[src/rtl/lsu_pkg.sv]
// Shared encodings, FSM state type and alignment helper for the load/store unit.
package lsu_pkg;

  localparam logic [1:0] SZ_BYTE = 2'd0;
  localparam logic [1:0] SZ_HALF = 2'd1;
  localparam logic [1:0] SZ_WORD = 2'd2;

  localparam int unsigned LSU_TIMEOUT_DEFAULT = 255;

  typedef enum logic [1:0] {
    IDLE,
    BUSY,
    DONE
  } lsu_state_e;

  // Size 3 is reserved and treated as a word access.
  function automatic logic is_aligned(input logic [1:0] size, input logic [1:0] addr_lo);
    case (size)
      SZ_BYTE: is_aligned = 1'b1;
      SZ_HALF: is_aligned = ~addr_lo[0];
      default: is_aligned = (addr_lo == 2'b00);
    endcase
  endfunction

endpackage

[src/rtl/load_store_unit_if.sv]
// Data-memory bus between the load/store unit (master) and the memory (slave).
interface load_store_unit_if #(
  parameter int unsigned ADDR_W = 32
);
  logic              mem_req;
  logic              mem_we;
  logic [ADDR_W-1:0] mem_addr;
  logic [3:0]        mem_be;
  logic [31:0]       mem_wdata;
  logic              mem_ack;
  logic [31:0]       mem_rdata;

  modport master (
    output mem_req, mem_we, mem_addr, mem_be, mem_wdata,
    input  mem_ack, mem_rdata
  );

  modport slave (
    input  mem_req, mem_we, mem_addr, mem_be, mem_wdata,
    output mem_ack, mem_rdata
  );
endinterface

[src/rtl/lsu_align.sv]
// Combinational lane logic: store byte-enable/data steering and load lane select + extension.
module lsu_align
  import lsu_pkg::*;
(
  input  logic [1:0]  i_st_size,
  input  logic [1:0]  i_st_addr_lo,
  input  logic [31:0] i_st_wdata,
  output logic [3:0]  o_st_be,
  output logic [31:0] o_st_wdata,
  input  logic [1:0]  i_ld_size,
  input  logic [1:0]  i_ld_addr_lo,
  input  logic        i_ld_unsigned,
  input  logic [31:0] i_ld_rdata,
  output logic [31:0] o_ld_data
);

  logic [31:0] w_shifted;
  logic [7:0]  w_byte;
  logic [15:0] w_half;

  always_comb begin
    o_st_be    = 4'b1111;
    o_st_wdata = i_st_wdata;
    case (i_st_size)
      SZ_BYTE: begin
        o_st_be    = 4'b0001 << i_st_addr_lo;
        o_st_wdata = {4{i_st_wdata[7:0]}};
      end
      SZ_HALF: begin
        o_st_be    = 4'b0011 << i_st_addr_lo;
        o_st_wdata = {2{i_st_wdata[15:0]}};
      end
      default: begin
        o_st_be    = 4'b1111;
        o_st_wdata = i_st_wdata;
      end
    endcase
  end

  // Shifting the addressed lane down to bit 0 serves both byte and half selects.
  always_comb begin
    w_shifted = i_ld_rdata >> {i_ld_addr_lo, 3'b000};
    w_byte    = w_shifted[7:0];
    w_half    = w_shifted[15:0];
    case (i_ld_size)
      SZ_BYTE: o_ld_data = {{24{~i_ld_unsigned & w_byte[7]}}, w_byte};
      SZ_HALF: o_ld_data = {{16{~i_ld_unsigned & w_half[15]}}, w_half};
      default: o_ld_data = i_ld_rdata;
    endcase
  end

endmodule

[src/rtl/load_store_unit.sv]
// Memory-access stage: req/ack handshake to data memory, PC stall, load write-back.
// Optional bus timeout abort is compiled in with `define LSU_TIMEOUT_EN.
module load_store_unit
  import lsu_pkg::*;
#(
  parameter int unsigned TIMEOUT_CYCLES = LSU_TIMEOUT_DEFAULT,
  parameter int unsigned ADDR_W         = 32
) (
  input  logic              clk,
  input  logic              rstd,
  input  logic              i_ex_valid,
  input  logic              i_ex_load,
  input  logic              i_ex_store,
  input  logic [1:0]        i_ex_size,
  input  logic              i_ex_unsigned,
  input  logic [ADDR_W-1:0] i_ex_addr,
  input  logic [31:0]       i_ex_wdata,
  input  logic [4:0]        i_ex_wra,
  load_store_unit_if.master bus,
  output logic              o_stall,
  output logic              o_wb_valid,
  output logic [4:0]        o_wb_wra,
  output logic [31:0]       o_wb_data,
  output logic              o_misalign,
  output logic              o_bus_err
);

  lsu_state_e        r_state;
  logic              r_req;
  logic              r_we;
  logic [ADDR_W-1:0] r_addr;
  logic [3:0]        r_be;
  logic [31:0]       r_wdata;
  logic              r_load;
  logic [1:0]        r_size;
  logic              r_unsigned;
  logic [1:0]        r_addr_lo;
  logic [4:0]        r_wra;
  logic              r_wb_valid;
  logic [4:0]        r_wb_wra;
  logic [31:0]       r_wb_data;
  logic              r_misalign;

  logic              w_start;
  logic              w_aligned;
  logic [3:0]        w_st_be;
  logic [31:0]       w_st_wdata;
  logic [31:0]       w_ld_data;

  assign w_start   = i_ex_valid & (i_ex_load | i_ex_store);
  assign w_aligned = is_aligned(i_ex_size, i_ex_addr[1:0]);

`ifdef LSU_TIMEOUT_EN
  localparam int unsigned   CntW    = (TIMEOUT_CYCLES > 1) ? $clog2(TIMEOUT_CYCLES) : 1;
  localparam logic [CntW-1:0] TmoLast = CntW'(TIMEOUT_CYCLES - 1);

  logic [CntW-1:0] r_tmo_cnt;
  logic            r_bus_err;
  logic            w_tmo;

  assign w_tmo     = ~bus.mem_ack & (r_tmo_cnt == TmoLast);
  assign o_bus_err = r_bus_err;
`else
  assign o_bus_err = 1'b0;
`endif

  lsu_align u_align (
    .i_st_size     (i_ex_size),
    .i_st_addr_lo  (i_ex_addr[1:0]),
    .i_st_wdata    (i_ex_wdata),
    .o_st_be       (w_st_be),
    .o_st_wdata    (w_st_wdata),
    .i_ld_size     (r_size),
    .i_ld_addr_lo  (r_addr_lo),
    .i_ld_unsigned (r_unsigned),
    .i_ld_rdata    (bus.mem_rdata),
    .o_ld_data     (w_ld_data)
  );

  always_ff @(posedge clk) begin
    if (rstd) begin
      r_state    <= IDLE;
      r_req      <= 1'b0;
      r_we       <= 1'b0;
      r_addr     <= '0;
      r_be       <= 4'b0000;
      r_wdata    <= 32'd0;
      r_load     <= 1'b0;
      r_size     <= 2'd0;
      r_unsigned <= 1'b0;
      r_addr_lo  <= 2'd0;
      r_wra      <= 5'd0;
      r_wb_valid <= 1'b0;
      r_wb_wra   <= 5'd0;
      r_wb_data  <= 32'd0;
      r_misalign <= 1'b0;
`ifdef LSU_TIMEOUT_EN
      r_tmo_cnt  <= '0;
      r_bus_err  <= 1'b0;
`endif
    end else begin
      r_wb_valid <= 1'b0;
      r_misalign <= 1'b0;
`ifdef LSU_TIMEOUT_EN
      r_bus_err  <= 1'b0;
`endif
      case (r_state)
        IDLE: begin
          if (w_start && !w_aligned) begin
            r_misalign <= 1'b1;
          end else if (w_start) begin
            r_state    <= BUSY;
            r_req      <= 1'b1;
            r_we       <= ~i_ex_load;
            r_addr     <= {i_ex_addr[ADDR_W-1:2], 2'b00};
            r_be       <= i_ex_load ? 4'b1111 : w_st_be;
            r_wdata    <= w_st_wdata;
            r_load     <= i_ex_load;
            r_size     <= i_ex_size;
            r_unsigned <= i_ex_unsigned;
            r_addr_lo  <= i_ex_addr[1:0];
            r_wra      <= i_ex_wra;
          end
        end
        BUSY: begin
          if (bus.mem_ack) begin
            r_req      <= 1'b0;
            r_state    <= DONE;
            r_wb_valid <= r_load;
            r_wb_wra   <= r_wra;
            r_wb_data  <= w_ld_data;
          end
`ifdef LSU_TIMEOUT_EN
          else if (w_tmo) begin
            r_req     <= 1'b0;
            r_bus_err <= 1'b1;
            r_state   <= DONE;
          end
          if (bus.mem_ack || w_tmo) r_tmo_cnt <= '0;
          else                      r_tmo_cnt <= r_tmo_cnt + 1'b1;
`endif
        end
        DONE:    r_state <= IDLE;
        default: r_state <= IDLE;
      endcase
    end
  end

  // The accept cycle stalls combinationally so fetch freezes before the bus cycle starts.
  assign o_stall = (r_state == BUSY) | ((r_state == IDLE) & w_start & w_aligned);

  assign bus.mem_req   = r_req;
  assign bus.mem_we    = r_we;
  assign bus.mem_addr  = r_addr;
  assign bus.mem_be    = r_be;
  assign bus.mem_wdata = r_wdata;

  assign o_wb_valid = r_wb_valid;
  assign o_wb_wra   = r_wb_wra;
  assign o_wb_data  = r_wb_data;
  assign o_misalign = r_misalign;

endmodule

[src/flat_wrapper.sv]
// flat-port wrapper written by rule: the top's interface ports become plain ports
module load_store_unit_flat import lsu_pkg::*;
#(
  parameter int unsigned TIMEOUT_CYCLES = LSU_TIMEOUT_DEFAULT,
  parameter int unsigned ADDR_W         = 32
)
  (clk, rstd, i_ex_valid, i_ex_load, i_ex_store, i_ex_size, i_ex_unsigned, i_ex_addr, i_ex_wdata, i_ex_wra, o_stall, o_wb_valid, o_wb_wra, o_wb_data, o_misalign, o_bus_err, bus_mem_req, bus_mem_we, bus_mem_addr, bus_mem_be, bus_mem_wdata, bus_mem_ack, bus_mem_rdata);
  load_store_unit_if #(.ADDR_W(ADDR_W)) bus_i ();
  input  logic clk;
  input  logic rstd;
  input  logic i_ex_valid;
  input  logic i_ex_load;
  input  logic i_ex_store;
  input  logic [1:0] i_ex_size;
  input  logic i_ex_unsigned;
  input  logic [ADDR_W-1:0] i_ex_addr;
  input  logic [31:0] i_ex_wdata;
  input  logic [4:0] i_ex_wra;
  output logic o_stall;
  output logic o_wb_valid;
  output logic [4:0] o_wb_wra;
  output logic [31:0] o_wb_data;
  output logic o_misalign;
  output logic o_bus_err;
  output wire logic [$bits(bus_i.mem_req)-1:0] bus_mem_req;
  output wire logic [$bits(bus_i.mem_we)-1:0] bus_mem_we;
  output wire logic [$bits(bus_i.mem_addr)-1:0] bus_mem_addr;
  output wire logic [$bits(bus_i.mem_be)-1:0] bus_mem_be;
  output wire logic [$bits(bus_i.mem_wdata)-1:0] bus_mem_wdata;
  input wire logic [$bits(bus_i.mem_ack)-1:0] bus_mem_ack;
  input wire logic [$bits(bus_i.mem_rdata)-1:0] bus_mem_rdata;
  assign bus_mem_req = bus_i.mem_req;
  assign bus_mem_we = bus_i.mem_we;
  assign bus_mem_addr = bus_i.mem_addr;
  assign bus_mem_be = bus_i.mem_be;
  assign bus_mem_wdata = bus_i.mem_wdata;
  assign bus_i.mem_ack = bus_mem_ack;
  assign bus_i.mem_rdata = bus_mem_rdata;
  load_store_unit #(.TIMEOUT_CYCLES(TIMEOUT_CYCLES), .ADDR_W(ADDR_W)) u_core (.clk(clk), .rstd(rstd), .i_ex_valid(i_ex_valid), .i_ex_load(i_ex_load), .i_ex_store(i_ex_store), .i_ex_size(i_ex_size), .i_ex_unsigned(i_ex_unsigned), .i_ex_addr(i_ex_addr), .i_ex_wdata(i_ex_wdata), .i_ex_wra(i_ex_wra), .bus(bus_i), .o_stall(o_stall), .o_wb_valid(o_wb_valid), .o_wb_wra(o_wb_wra), .o_wb_data(o_wb_data), .o_misalign(o_misalign), .o_bus_err(o_bus_err));
endmodule
[config.mk]
export PLATFORM = sky130hd
export DESIGN_NAME = load_store_unit_flat
export DESIGN_NICKNAME = d
export VERILOG_FILES = /design/src/rtl/lsu_pkg.sv /design/src/rtl/load_store_unit_if.sv /design/src/rtl/lsu_align.sv /design/src/rtl/load_store_unit.sv /design/src/flat_wrapper.sv
export SDC_FILE = /design/constraint.sdc
export NUM_CORES = 1
export LEC_CHECK = 0
export CAP_MARGIN = 15
export CORE_MARGIN = 2
export CORE_UTILIZATION = 44
export DETAILED_ROUTE_END_ITERATION = 8
export PLACE_DENSITY = 0.81
export SLEW_MARGIN = 20
export SYNTH_ARGS = -nofsm -noshare
export SYNTH_HDL_FRONTEND = slang
export SYNTH_SLANG_ARGS = --single-unit
[constraint.sdc]
create_clock -name clk -period 1.7 [get_ports clk]
set_input_delay 0.34 -clock clk [delete_from_list [all_inputs] [get_ports clk]]
set_output_delay 0.34 -clock clk [all_outputs]
set_load 0.01 [all_outputs]
==> results of run 1 <==
placed cells by master, fill, tap and decap left out, drive strengths merged, types with 3 or more instances in the layout:
master,Yosys,layout
clkbuf,42,21
nor2,33,33
nand2b,7,7
nand2,50,50
mux2i,34,34
a21oi,110,110
o221ai,7,7
nor3,4,4
dlygate4sd2,0,7
a311oi,10,10
nand3,58,58
conb,1,3
o21ai,84,84
dfxtp,120,120
o2bb2ai,7,7
clkinv,0,6
buf,33,52
a211oi,35,35
clkdlybuf4s50,0,206
a2bb2oi,7,7
synthesized netlist by cell type, types with 2 or more instances:
cell,count
nand2_1,50
o2bb2ai_1,7
a311oi_1,10
nor2b_1,2
o21ai_1,3
nor3_1,4
buf_1,2
nand2b_1,7
a211oi_2,10
nor3b_1,2
a211oi_1,24
a21oi_1,109
clkbuf_1,42
o221ai_1,7
a2bb2oi_1,7
buf_6,4
nor2_2,2
mux2i_1,33
nand3_1,58
buf_2,18
nor2_1,31
o21ai_0,80
dfxtp_1,120
buf_4,9
per-layer routing:
layer,up-vias,track usage,wire [um]
li1,2828,-,-
met1,2796,0.3407,7385
met2,246,0.4632,9381
met3,43,0.08147,1513
met4,0,0.1087,471
met5,-,0,0
stage by stage:
| stage | TNS, ns | cell area, um2 | hold slack, ns | setup WS (ns) | power (mW) |
|---|---|---|---|---|---|
| finish | 0 | 8660 | 0.3926 | 0.0003423 | 8.016 |
| global route | -0.03610 | 8660 | 0.4117 | -0.03610 | 8.298 |
| CTS | -0.01535 | 8641 | 0.3749 | -0.01535 | 8.033 |
| detailed placement | -24.19 | 8048 | 0.4378 | -0.4995 | 4.617 |
| global placement | -20.33 | 8048 | 0.4337 | -0.4654 | 4.574 |
| floorplan | 0 | 5539 | 0.4229 | 0.1451 | 3.798 |
cells by family after synthesis:
group           after synthesis  share of synthesized area
simple gates                160                     0.1314
compound gates              270                     0.3042
other cells                   1                  0.0006779
buf+inv                      76                    0.06718
mux                          34                    0.06220
flops                       120                     0.4343
worst min path at each step:
stage,from,end,slack [ns],depth (start not counted)
3_3_place_gp,u_core.r_wra[3],u_core.o_wb_wra[3],0.43,2
6_report,rstd,u_core.bus.mem_wdata[29],0.39,2
3_5_place_dp,u_core.r_load,u_core.o_wb_valid,0.44,1
5_1_grt,rstd,u_core.r_load,0.41,2
4_1_cts,rstd,u_core.bus.mem_wdata[29],0.37,2
2_1_floorplan,u_core.r_load,u_core.o_wb_valid,0.42,1
sequential cells by signal, summed over array words and instances, names as in the netlist:
signal,flops
u_core.bus.mem_addr,30
u_core.r_state,2
u_core.r_unsigned,1
u_core.r_wra,5
u_core.bus.mem_req,1
u_core.bus.mem_we,1
u_core.r_addr_lo,2
u_core.bus.mem_be,4
u_core.o_wb_data,32
u_core.o_wb_wra,5
u_core.bus.mem_wdata,32
u_core.o_misalign,1
u_core.r_size,2
u_core.r_load,1
u_core.o_wb_valid,1
critical path: cells and delay by family:
family	cells	cell delay (ns)
AOI/OAI and AO/OA	2	0.30
buffers and inverters	2	0.63
and+or+nand+nor	1	0.09
timing repair:
action,4_1_cts,5_1_grt
buffers inserted,5,0
setup endpoints to repair,2,10
pin swaps,3,0
gates resized for setup,15,5
power by group through the flow:
stage               Sequential, mW  Combinational [mW]  Clock [mW]
floorplan                     3.14               0.653           0
global placement              3.10                1.48           0
detailed placement            3.10                1.51           0
CTS                           3.05                1.53        3.46
global route                  3.06                1.65        3.58
finish                        3.05                1.54        3.43
final cells by class:
cell class	count	area (um2)
inverter	1	3.754
sequential	120	2405
fill	957	3502
clock buffer	21	460.4
clock inverter	9	101.3
tap	168	210.2
multi-input combinational	467	2801
timing repair buffer	267	2678
==> impl_metrics.sql, run 1 <==
INSERT INTO impl_metrics (metric_group, metric, value, unit) VALUES
('timing', 'rsz0062_at_grt', 'true', ''),
('yosys', 'synth_area', '0.005532', 'mm2'),
('cts', 'cts-htree-levels', '4', ''),
('die', 'start_util', '0.4548', ''),
('die', 'rows', '40', ''),
('setup_path', 'critical_path.max_fanout', '2', ''),
('setup_path', 'ff2ff_setup_slack', '0.08', 'ns'),
('pwr', 'intPower', '5.944', 'mW'),
('setup_path', 'worst-setup-path-type', 'input port to output pin', ''),
('detailed_routing', 'dr_total_vias', '5913', ''),
('timing', 'count_of_pins_over_their_slew_limit', '0', ''),
('cts', 'tritoncts', 'yes', ''),
('setup_path', 'crit_chain', 'clkdlybuf4s50_1, o21ai_4, nand2_1, o21ai_1, buf_2', ''),
('detailed_routing', 'drtAntennaViolNets', '0', ''),
('timing', 'fmax', '588.4', 'MHz'),
('yosys', 'avgSynthCellArea', '8.368', 'um2'),
('global_route', 'grt_max_degree', '74', ''),
('detailed_routing', 'drcViolationCount', '0', ''),
('final_layout', 'drive_above_1_share', '0.1175', ''),
('pwr', 'pwr-share-clk', '0.428', ''),
('die', 'fp.coreArea', '0.01216', 'mm2'),
('cts', 'clk_transition_reported_paths', '0.05', 'ns'),
('final_layout', 'nets', '984', ''),
('die', 'die_width', '116.1', 'um'),
('yosys', 'synth_largest_area_cell', 'dfxtp_1', ''),
('setup_path', 'worst_ep_arrival_time', '1.36', 'ns'),
('pwr', 'power.sequential.fraction', '0.380', ''),
('setup_path', 'reg2reg_to', 'u_core.bus.mem_req', ''),
('pwr', 'netSwitchingPower', '2.072', 'mW'),
('final_layout', 'area.growth.synth_to_final', '56.55', '%'),
('timing', 'timing.final.crit_period', '1.700', 'ns'),
('timing', 'timing.final.crit_share', '0.9998', ''),
('run', 'max-cap-violations', '0', ''),
('setup_path', 'worstSetupStartpointType', 'input port', ''),
('yosys', 'post_synth_main_area_contributors', 'dfxtp_1, a21oi_1, o21ai_0, mux2i_1, nand3_1', ''),
('timing', 'timing.final.hold_violations', '0', ''),
('die', 'ios', '221', ''),
('placed_design', 'globalplace.congestion', '0.9338', ''),
('final_layout', 'antenna_cells', '0', ''),
('setup_path', 'crit_end', 'o_stall', ''),
('yosys', 'async_flop_share', '0', ''),
('global_route', 'first_global_vias', '5676', ''),
('yosys', 'synthDominantCellAreaShare', '0.4343', ''),
('global_route', 'global_route.usage.total', '0.2781', ''),
('cts', 'clock_sink_total', '120', ''),
('cts', 'cts-hold-fix-buffers', '0', ''),
('cts', 'clk_latency', '0.42', 'ns'),
('run_status', 'outcome', 'finished, final reports clean', ''),
('yosys', 'synth_seq_area_share', '0.4343', ''),
('pwr', 'power_leakage', '3.098', 'nW'),
('timing', 'finClkSkew', '0.005773', 'ns'),
('cts', 'cts.path.max_buffers', '2', ''),
('detailed_routing', 'wl', '18.75', 'mm'),
('global_route', 'gr-total-overflow', '0', ''),
('setup_path', 'rr_startpoint', 'u_core.r_state[1]', ''),
('cts', 'clock-root-buffer', 'clkbuf_16', ''),
('worst_hold_path', 'worst_hold_path_type', 'input port to flip-flop', ''),
('pwr', 'worst_ir_drop_vdd', '0.6306', 'mV'),
('setup_path', 'startpoint_of_the_most_critical_setup_path', 'i_ex_addr[1]', ''),
('cts', 'cts_inserted_buffers', '17', ''),
('yosys', 'synthesis.yosys.warnings', '0', ''),
('yosys', 'synth-main-ff-cell', 'dfxtp_1', ''),
('setup_path', 'crit_path_top_delay_cell', 'clkdlybuf4s50_1', ''),
('pwr', 'power.switching_fraction', '0.2584', ''),
('placed_design', 'detailed_place_hpwl', '13.22', 'mm'),
('yosys', 'synthCells', '661', ''),
('global_route', 'number_of_antenna_violations_at_the_first_check_in_global_routing', '0', ''),
('final_layout', 'final_util', '0.7120', ''),
('timing', 'finalSetupViolCount', '0', ''),
('yosys', 'ys_seq_elements', '120', ''),
('placed_design', 'numPortBuffers', '217', '');
Note: power is estimated with default switching activity, not from simulation.
==> run 2: changes to the inputs <==
Settings changed: GPL_TIMING_DRIVEN from default to 0.
==> run 2 against run 1 <==
  * The flow now finishes with violations (setup timing)
  * Worst setup slack got worse by 0.13 ns
  * Final cell count increased by 3.1%
  * Non-clock buffer count increased by 31
  * Total power increased by 3.0%
  * Clock skew increased by 0.0011 ns
  * Flip-flop and latch count unchanged
  * Final area decreased by 0.23%
  * Clock power increased by 6.4%
  * Critical path type is now flip-flop to output pin
  * Largest power group unchanged
==> impl_metrics.sql, run 2 (synthesized netlist as in run 1, its figures left out) <==
INSERT INTO impl_metrics (metric_group, metric, value, unit) VALUES
('run_status', 'outcome', 'complete, but fails checks', ''),
('run_status', 'violations', 'setup timing', ''),
('global_route', 'gr-total-overflow', '0', ''),
('timing', 'rsz0062_at_grt', 'true', ''),
('worst_hold_path', 'hold_depth', '3', ''),
('final_layout', 'area.growth.synth_to_final', '56.19', '%'),
('setup_path', 'ff2ff_path_depth', '7', ''),
('final_layout', 'drive_above_1_share', '0.1111', ''),
('detailed_routing', 'wl_per_cell', '19.28', 'um'),
('cts', 'tritoncts', 'yes', ''),
('pwr', 'pwr-share-clk', '0.442', ''),
('placed_design', 'detailed_place_hpwl', '15.67', 'mm'),
('global_route', 'global_route.usage.total', '0.3114', ''),
('setup_path', 'critPathRequiredTime', '1.36', 'ns'),
('die', 'start_util', '0.4548', ''),
('global_route', 'number_of_antenna_violations_at_the_first_check_in_global_routing', '0', ''),
('pwr', 'intPower', '6.088', 'mW'),
('setup_path', 'ff2ff_setup_slack', '-0.02', 'ns'),
('placed_design', 'numPortBuffers', '214', ''),
('pwr', 'power.switching_fraction', '0.2627', ''),
('placed_design', 'pre_cts_slack', '-1.008', 'ns'),
('pwr', 'worst_ir_drop_vdd', '0.5452', 'mV'),
('setup_path', 'startpoint_of_the_most_critical_setup_path', 'u_core.r_state[1]', ''),
('detailed_routing', 'wl', '20.94', 'mm'),
('timing', 'maxSlewHeadroom', '0.5395', ''),
('timing', 'fmax', '547.6', 'MHz'),
('timing', 'setup_slack_of_the_critical_path_after_layout', '-0.1261', 'ns'),
('detailed_routing', 'drt_iter0_markers', '582', ''),
('final_layout', 'design_area', '0.008640', 'mm2'),
('setup_path', 'endpoint_type_of_the_worst_setup_path', 'output pin', ''),
('global_route', 'first_global_vias', '6228', ''),
('timing', 'timing.final.crit_period', '1.826', 'ns'),
('detailed_routing', 'drcViolationCount', '0', ''),
('timing', 'timing.final.hold_violations', '0', ''),
('pwr', 'power_leakage', '3.133', 'nW'),
('final_layout', 'nets', '1015', ''),
('cts', 'cts_inserted_buffers', '17', ''),
('cts', 'clk_latency', '0.41', 'ns'),
('setup_path', 'worstSetupStartpointType', 'flip-flop', ''),
('cts', 'cts-htree-levels', '4', ''),
('die', 'rows', '40', ''),
('cts', 'clock-root-buffer', 'clkbuf_16', ''),
('worst_hold_path', 'min_to', 'u_core.r_addr_lo[0]', ''),
('global_route', 'first_pass_grt_wire_length', '32.15', 'mm'),
('die', 'height_of_the_chip', '116.1', 'um'),
('global_route', 'grt_max_degree', '17', ''),
('cts', 'cts.path.max_buffers', '2', ''),
('timing', 'finClkSkew', '0.006841', 'ns'),
('detailed_routing', 'detail_route.first_pass.iterations', '5', ''),
('final_layout', 'final_common_cell', 'clkdlybuf4s50_1', ''),
('placed_design', 'globalplace.congestion', '0.9599', ''),
('cts', 'clk_transition_reported_paths', '0.06', 'ns'),
('die', 'fp.coreArea', '0.01216', 'mm2'),
('setup_path', 'critical_path.max_fanout', '3', ''),
('final_layout', 'mostFrequentLayoutCells', 'clkdlybuf4s50_1, dfxtp_1, a21oi_1', ''),
('final_layout', 'fillers', '972', ''),
('pwr', 'share_comb_of_total_power', '0.189', ''),
('detailed_routing', 'vias_per_cell', '5.801', ''),
('setup_path', 'worst-setup-path-type', 'flip-flop to output pin', ''),
('pwr', 'power.sequential.fraction', '0.369', ''),
('run', 'max-cap-violations', '0', ''),
('die', 'die_width', '116.1', 'um'),
('placed_design', 'detailed_place.area', '0.007891', 'mm2'),
('detailed_routing', 'drtAntennaViolNets', '0', ''),
('setup_path', 'rr_startpoint', 'u_core.r_state[0]', ''),
('worst_hold_path', 'timing.hold.worst.start', 'i_ex_addr[0]', ''),
('detailed_routing', 'dr_total_vias', '6300', ''),
('timing', 'max_slew.worst_pin.slew', '0.6907', 'ns'),
('cts', 'clock_sink_total', '120', ''),
('die', 'die_area', '0.01349', 'mm2'),
('timing', 'timing.final.crit_share', '1.074', ''),
('worst_hold_path', 'worst_hold_path_type', 'input port to flip-flop', ''),
('timing', 'finalSetupViolCount', '2', ''),
('timing', 'finalHoldWorstSlack', '0.2586', 'ns'),
('timing', 'count_of_pins_over_their_slew_limit', '0', ''),
('final_layout', 'antenna_cells', '0', ''),
('pwr', 'design_power_total', '8.258', 'mW'),
('pwr', 'power_per_cell_area', '955.8', 'mW/mm2'),
('setup_path', 'reg2reg_to', 'u_core.o_wb_data[2]', ''),
('pwr', 'netSwitchingPower', '2.170', 'mW'),
('setup_path', 'worst_ep_arrival_time', '1.49', 'ns'),
('die', 'ios', '221', '');
run 2: cell count changes in the layout (fill, tap and decap cells not counted), moves of 2 or more:
| cell | before | now |
|---|---|---|
| buf_1 | 0 | 2 |
| buf_12 | 11 | 0 |
| buf_2 | 1 | 10 |
| buf_4 | 39 | 20 |
| buf_6 | 1 | 9 |
| clkbuf_1 | 2 | 38 |
| clkbuf_2 | 0 | 9 |
| clkdlybuf4s50_1 | 206 | 202 |
| clkinv_2 | 5 | 3 |
| dlymetal6s2s_1 | 2 | 4 |
run 2: per-stage QoR:
| stage | TNS, ns | util | std cells |
|---|---|---|---|
| 3_5_place_dp | -39.78 | 0.6489 | 1045 |
| 4_1_cts | -0.1252 | 0.7050 | 1084 |
| 5_1_grt | -1.609 | 0.7104 | 1086 |
| 6_report | -0.1419 | 0.7104 | 1086 |
| 3_3_place_gp | -35.02 | 0.6489 | 1045 |
| 2_1_floorplan | 0 | - | 663 |
run 2: cell type report:
type	count	area (um2)	share of cell area
plain buffers	75	427.9	0.04953
clock buffers	24	471.7	0.05460
clock inverters	8	120.1	0.01390
inverters	1	3.754	0.0004345
multi-input cells	467	2795	0.3235
flip-flops and latches	120	2405	0.2783
well taps	168	210.2	0.02433
repair buffers	223	2206	0.2553
run 2: worst max-delay path by stage:
stage / end / slack (ns) / cells after the start
floorplan: o_stall / 0.15 / 6
finish: o_stall / -0.13 / 7
global route: o_stall / -0.18 / 7
CTS: o_stall / -0.13 / 7
global placement: o_stall / -1.02 / 7
detailed placement: o_stall / -1.01 / 7
run 2: power groups by stage:
stage,clock (mW),combinational [mW],sequential (mW)
after floorplan,0,0.653,3.14
after global placement,0,1.44,3.09
after detailed placement,0,1.48,3.10
after CTS,3.67,1.52,3.04
after global routing,3.81,1.67,3.05
final,3.65,1.56,3.04
run 2: worst max-delay path, stage by stage (launching register included):
cell and delay (ns):
dfxtp_2 0.33, nor2_4 0.11, o211a_1 0.17, buf_6 0.12
buf_8 0.10, nand2_4 0.05, o21ai_2 0.05, buf_2 0.14
run 2: what timing repair did:
item	4_1_cts	5_1_grt
endpoints found under the setup margin	10	67
setup buffers	7	2
gates resized for setup	30	30
pin swaps	3	2
hold buffers	0	0
run 2: per-layer routing:
| layer | up-vias | GRT usage | wire [um] |
|---|---|---|---|
| met1 | 2959 | 0.3782 | 8196 |
| met5 | - | 0 | 0 |
| met3 | 70 | 0.09445 | 1949 |
| met4 | 0 | 0.1611 | 820 |
| met2 | 381 | 0.5010 | 9973 |
| li1 | 2890 | - | - |
==> run 3: changes to the inputs <==
Settings changed: CTS_CLUSTER_SIZE from default to 8.
==> results of run 3 <==
Same layout as run 2: the final DEF is identical, and so are final timing and power.
